===== src/rtl/water_reminder_sched_if.sv =====
// Signal bundle between the button/switch conditioning logic and the reminder scheduler.
// The master drives the user inputs; the slave (scheduler) drives the buzzer and status outputs.
interface water_reminder_sched_if;
    logic        enable;
    logic        ack;
    logic        snooze;
    logic        reminder;
    logic        alert;
    logic [11:0] remaining;
    logic [3:0]  missed;

    modport master (
        output enable, ack, snooze,
        input  reminder, alert, remaining, missed
    );

    modport slave (
        input  enable, ack, snooze,
        output reminder, alert, remaining, missed
    );
endinterface


===== src/rtl/water_reminder_sched.sv =====
// Drink-interval countdown with a blinking alert, snooze, and auto-reschedule that counts missed alerts.
// Timing is derived from a half-second prescaler that restarts on every state change.
module water_reminder_sched #(
    parameter int unsigned HALF_DIV   = 12_500_000,
    parameter int unsigned INTERVAL_S = 1800,
    parameter int unsigned SNOOZE_S   = 300,
    parameter int unsigned TIMEOUT_S  = 60
) (
    input  logic                  clk,
    input  logic                  reset,
    water_reminder_sched_if.slave bus
);
    localparam int unsigned      PW       = $clog2(HALF_DIV);
    localparam logic [PW-1:0]    PRE_LAST = PW'(HALF_DIV - 1);
    localparam logic [11:0]      INTERVAL = 12'(INTERVAL_S);
    localparam logic [11:0]      SNOOZE   = 12'(SNOOZE_S);
    localparam logic [7:0]       TMO_LAST = 8'(TIMEOUT_S - 1);

    typedef enum logic [1:0] {
        S_IDLE,
        S_COUNT,
        S_SNOOZE,
        S_ALERT
    } state_e;

    state_e        state_q, state_d;
    logic [PW-1:0] prescaler_q, prescaler_d;
    logic          half_q, half_d;
    logic [7:0]    alert_tmr_q, alert_tmr_d;
    logic [11:0]   remaining_q, remaining_d;
    logic [3:0]    missed_q, missed_d;
    logic          half_tick;
    logic          sec_tick;
    logic          restart;

    always_comb begin
        half_tick   = (prescaler_q == PRE_LAST);
        sec_tick    = half_tick & half_q;
        state_d     = state_q;
        remaining_d = remaining_q;
        missed_d    = missed_q;
        restart     = 1'b0;

        if (!bus.enable) begin
            state_d     = S_IDLE;
            remaining_d = '0;
        end else begin
            case (state_q)
                S_IDLE: begin
                    state_d     = S_COUNT;
                    remaining_d = INTERVAL;
                end
                S_COUNT, S_SNOOZE: begin
                    if (bus.ack) begin
                        // Early drink restarts the full interval, even when already in COUNT.
                        state_d     = S_COUNT;
                        remaining_d = INTERVAL;
                        restart     = 1'b1;
                    end else if (sec_tick) begin
                        if (remaining_q <= 12'd1) begin
                            state_d     = S_ALERT;
                            remaining_d = '0;
                        end else begin
                            remaining_d = remaining_q - 12'd1;
                        end
                    end
                end
                S_ALERT: begin
                    if (bus.ack) begin
                        state_d     = S_COUNT;
                        remaining_d = INTERVAL;
                        missed_d    = '0;
                    end else if (bus.snooze) begin
                        state_d     = S_SNOOZE;
                        remaining_d = SNOOZE;
                    end else if (sec_tick && alert_tmr_q == TMO_LAST) begin
                        state_d     = S_COUNT;
                        remaining_d = INTERVAL;
                        missed_d    = (missed_q == 4'hF) ? missed_q : missed_q + 4'd1;
                    end
                end
                default: begin
                    state_d     = S_IDLE;
                    remaining_d = '0;
                end
            endcase
        end

        prescaler_d = half_tick ? '0 : prescaler_q + 1'b1;
        half_d      = half_q ^ half_tick;
        alert_tmr_d = (state_q == S_ALERT && sec_tick) ? alert_tmr_q + 8'd1 : alert_tmr_q;

        // Every state entry (and an in-COUNT reload) starts its timing from zero.
        if (restart || state_d != state_q) begin
            prescaler_d = '0;
            half_d      = 1'b0;
            alert_tmr_d = '0;
        end
    end

    always_ff @(posedge clk or posedge reset) begin
        if (reset) begin
            state_q     <= S_IDLE;
            prescaler_q <= '0;
            half_q      <= 1'b0;
            alert_tmr_q <= '0;
            remaining_q <= '0;
            missed_q    <= '0;
        end else begin
            state_q     <= state_d;
            prescaler_q <= prescaler_d;
            half_q      <= half_d;
            alert_tmr_q <= alert_tmr_d;
            remaining_q <= remaining_d;
            missed_q    <= missed_d;
        end
    end

    assign bus.alert     = (state_q == S_ALERT);
    assign bus.reminder  = (state_q == S_ALERT) & ~half_q;
    assign bus.remaining = remaining_q;
    assign bus.missed    = missed_q;
endmodule

===== src/flat_wrapper.sv =====
// flat-port wrapper written by rule: the top's interface ports become plain ports
module water_reminder_sched_flat 
#(
    parameter int unsigned HALF_DIV   = 12_500_000,
    parameter int unsigned INTERVAL_S = 1800,
    parameter int unsigned SNOOZE_S   = 300,
    parameter int unsigned TIMEOUT_S  = 60
)
  (clk, reset, bus_enable, bus_ack, bus_snooze, bus_reminder, bus_alert, bus_remaining, bus_missed);
  water_reminder_sched_if bus_i ();
  input  logic clk;
  input  logic reset;
  input wire logic [$bits(bus_i.enable)-1:0] bus_enable;
  input wire logic [$bits(bus_i.ack)-1:0] bus_ack;
  input wire logic [$bits(bus_i.snooze)-1:0] bus_snooze;
  output wire logic [$bits(bus_i.reminder)-1:0] bus_reminder;
  output wire logic [$bits(bus_i.alert)-1:0] bus_alert;
  output wire logic [$bits(bus_i.remaining)-1:0] bus_remaining;
  output wire logic [$bits(bus_i.missed)-1:0] bus_missed;
  assign bus_i.enable = bus_enable;
  assign bus_i.ack = bus_ack;
  assign bus_i.snooze = bus_snooze;
  assign bus_reminder = bus_i.reminder;
  assign bus_alert = bus_i.alert;
  assign bus_remaining = bus_i.remaining;
  assign bus_missed = bus_i.missed;
  water_reminder_sched #(.HALF_DIV(HALF_DIV), .INTERVAL_S(INTERVAL_S), .SNOOZE_S(SNOOZE_S), .TIMEOUT_S(TIMEOUT_S)) u_core (.clk(clk), .reset(reset), .bus(bus_i));
endmodule

===== config.mk =====
export PLATFORM = sky130hd
export DESIGN_NAME = water_reminder_sched_flat
export DESIGN_NICKNAME = d
export VERILOG_FILES = /design/src/rtl/water_reminder_sched_if.sv /design/src/rtl/water_reminder_sched.sv /design/src/flat_wrapper.sv
export SDC_FILE = /design/constraint.sdc
export NUM_CORES = 1
export LEC_CHECK = 0
export BUFFER_PORTS_ARGS = -buffer_cell sky130_fd_sc_hd__buf_2
export CAP_MARGIN = 10
export CORE_MARGIN = 2
export CORE_UTILIZATION = 30
export CTS_BUF_LIST = sky130_fd_sc_hd__clkbuf_8 sky130_fd_sc_hd__clkbuf_16
export CTS_CLUSTER_DIAMETER = 40
export DETAILED_ROUTE_END_ITERATION = 12
export HOLD_SLACK_MARGIN = 0.15
export PLACE_DENSITY = 0.55
export SLEW_MARGIN = 20
export SYNTH_ARGS = -nofsm -noshare
export SYNTH_HDL_FRONTEND = slang
export SYNTH_SLANG_ARGS = --single-unit

===== constraint.sdc =====
create_clock -name clk -period 7.4 [get_ports clk]
set_input_delay 0.37 -clock clk [delete_from_list [all_inputs] [get_ports clk]]
set_output_delay 0.37 -clock clk [all_outputs]
set_load 0.005 [all_outputs]

==> key figures <==
Floorplan
  • Core Region: 0.00973 sq mm
  • Die area: 0.0108 sq mm
  • Die span in y: 104 microns
  • Ports: 23
  • Die width: 104 microns
  • Cell row count: 36
  • Initial Util: 0.308

Place
  • DP HPWL: 4.63 mm
  • Number of port buffers: 22
  • GPL Wtd Cong: 0.801

Clock tree
  • PostCTS Resize Cnt: 0
  • Worst-path clk slew: 0.10 ns
  • TritonCTS clock tree: built
  • Worst-Skew Late Latency: 0.31 ns
  • Bufs on Longest Clock Path: 2
  • Setup bufs post-CTS: 0
  • Root buffer cell: clkbuf_8
  • Clock Sinks: 51
  • Number of CTS-inserted buffers: 5
  • Hold-fix buffer count after cts: 0
  • Max H-tree Level: 2

GRT
  • Initial antenna violation count: 0
  • Pin count of the biggest net entering global routing: 52
  • Total track usage: 0.127
  • First-pass GRT wire length: 11.5 mm
  • Gr ovfl total: 0
  • Vias in the first global route: 2369

Pwr
  • Static leakage: 1.37 nW
  • Pwr/cell area: 172 mW/mm^2
  • Maximum resistive drop on vdd: 0.0857 mV

Timing
  • Period Utilization, post-route: 0.461
  • Final hold viol count: 0
  • Clock Skew: 0.0153 ns
  • Worst slew pin tran: 0.894 ns
  • Fmax: 293 MHz
  • RSZ-0062 raised after global routing: false
  • Fin Setup TNS: 0 ns
  • Slew HR: 0.404
  • Setup Viol. Count Final: 0
  • Final worst path period need: 3.41 ns
  • Fin. max-slew vios: 0

Worst setup path
  • Worst r2r src: u_core.prescaler_q[0]$_DFF_PP0_
  • FF-to-FF End: u_core.bus.remaining[7]$_DFFE_PP0P_
  • Chain of cells forming the critical path: ha_1 -> nand4_1 -> or3b_2 -> nor2_1 -> ha_1 -> nor4b_2 -> a21oi_1 -> o21ai_1 -> nand2_1 -> o41ai_1
  • Reg-to-reg slack, setup: 3.99 ns
  • Critical path type: flop to flop
  • CP arrival: 3.62 ns
  • Cell mode on critical path: ha_1
  • Worst R2R Path Depth: 10
  • CP Max Fanout: 7
  • Critical Path Start Type: flop
  • Critical path capture point type: flop
  • Required time worst endpoint: 7.61 ns
  • CP peak stage delay: 0.53 ns
  • Slowest cell on crit path: or3b_2

Synth
  • Synth top area share: 0.426
  • Top-count cell post-synth: nor2_1
  • Synth area leader: dfrtp_1
  • Synthesis warning total: 0
  • Ys async rst share: 1.00
  • Register area share after synthesis: 0.426
  • Synth area leaders: dfrtp_1 (43%), nor2_1 (7.0%), xnor2_1 (5.3%)
  • Syn_area_per_cell: 9.22 sq um
  • Gate Count Post-Synth: 325
  • Synth Flop Type: dfrtp_1
  • EDFF count, synth: 0
  • Synth Register Bits: 51
  • Synthesized area: 0.00300 sq mm
  • Syn nets: 338
  • Synth top cells by count: nor2_1 (56), dfrtp_1 (51), nand2_1 (18), xnor2_1 (18)
  • Yosys cell types: 56

Finish
  • Fill count: 1038
  • Final core occ: 0.341
  • Multi-input logic area: 0.00160 sq mm
  • Sequential cell area: 0.00128 sq mm
  • # diodes: 0
  • Final net count: 356
  • Area growth from synthesis to layout: 10.5%
  • Share of layout cells above drive strength 1: 0.134

Route
  • DRT antenna net count: 0
  • Vias per cell: 5.02
  • Wirelength per Cell: 13.9 microns
  • Drc violations: 0
  • Total vias in the final route: 2395
  • Drt pass-1 iters: 4
  • Initial drt markers: 139
  • Total wire length: 6.61 mm

Hold path
  • Hold crit path type: input port to asynchronous set/reset pin

Run
  • Max Cap Viol: 0

Outcome
  • Status: finished, final reports clean
==> registers in the layout, indices dropped and copies added, names as in the netlist <==
signal / flops
u_core.alert_tmr_q: 8
u_core.bus.missed: 4
u_core.bus.remaining: 12
u_core.half_q: 1
u_core.prescaler_q: 24
u_core.state_q: 2
==> worst max-delay path by stage <==
stage,cells after the start,to,start,slack [ns]
3_5_place_dp,10,u_core.bus.remaining[7]$_DFFE_PP0P_,u_core.prescaler_q[0]$_DFF_PP0_,4.01
4_1_cts,10,u_core.bus.remaining[7]$_DFFE_PP0P_,u_core.prescaler_q[0]$_DFF_PP0_,3.99
6_report,10,u_core.bus.remaining[7]$_DFFE_PP0P_,u_core.prescaler_q[0]$_DFF_PP0_,3.99
2_1_floorplan,11,u_core.prescaler_q[11]$_DFF_PP0_,u_core.prescaler_q[0]$_DFF_PP0_,4.53
5_1_grt,10,u_core.bus.remaining[7]$_DFFE_PP0P_,u_core.prescaler_q[0]$_DFF_PP0_,3.64
3_3_place_gp,10,u_core.bus.remaining[7]$_DFFE_PP0P_,u_core.prescaler_q[0]$_DFF_PP0_,4.16
==> cells by family after synthesis <==
logic type | synth area share
AO/OA/AOI/OAI | 0.126
buffers and inverters | 0.0409
flip-flops | 0.426
AND/OR/NAND/NOR | 0.285
multiplexers | 0.00376
adder cells (fa/ha/maj) | 0.0334
XOR/XNOR | 0.0847
==> report_power, final <==
group          total [mW]  switching [mW]  internal (mW)
clock network       0.183          0.0980         0.0853
logic              0.0896          0.0596         0.0300
registers           0.296         0.00988          0.286
total               0.569           0.167          0.402
==> layout make-up <==
cell class / instances / area share
well taps: 133 / 0.0502
clock inverters: 1 / 0.00227
multi-input cells: 248 / 0.483
flip-flops and latches: 51 / 0.385
repair buffers: 22 / 0.0332
inverters: 15 / 0.0174
clock buffers: 7 / 0.0291
==> metal layers <==
metal | up-vias | routed length, microns | global-route usage
li1 | 1188 | - | -
met1 | 1158 | 3310 | 0.175
met2 | 41 | 3020 | 0.209
met3 | 8 | 216 | 0.0226
met4 | 0 | 55 | 0.0299
met5 | - | 0 | 0
==> cell usage in the layout (no fill, tap or decap), types with 3 or more instances in the layout <==
master	n
or3_1	4
and3_1	5
nor2_1	56
a31oi_1	3
or4_1	3
xnor2_1	18
dfrtp_1	51
ha_1	8
nor3_1	15
inv_1	14
nor4_4	3
a21oi_1	12
o31ai_1	4
o21ai_0	15
nand2_1	18
nor4_1	3
clkbuf_8	7
o2bb2ai_1	3
nand2b_1	4
xor2_1	11
nand4_1	7
nand3_1	15
nor3b_1	5
buf_2	22
==> critical path: cells and delay by family (launching register included) <==
kind / cells / cell delay (ns)
AO/OA/AOI/OAI: 3 / 0.82
flip-flops: 1 / 0.40
adder cells (fa/ha/maj): 2 / 0.53
AND/OR/NAND/NOR: 5 / 1.56
==> through the flow <==
| step | cells | instance area (sq um) | hold WS [ns] | power [mW] | worst slack [ns] |
|---|---|---|---|---|---|
| global route | 477 | 3310 | 0.282 | 0.597 | 3.64 |
| floorplan | 325 | 3000 | 0.450 | 0.370 | 4.53 |
| CTS | 477 | 3310 | 0.343 | 0.575 | 3.99 |
| global placement | 469 | 3210 | 0.466 | 0.392 | 4.16 |
| detailed placement | 469 | 3210 | 0.478 | 0.392 | 4.01 |
| finish | 477 | 3310 | 0.213 | 0.569 | 3.99 |
Power figures use the tool's default switching activity.
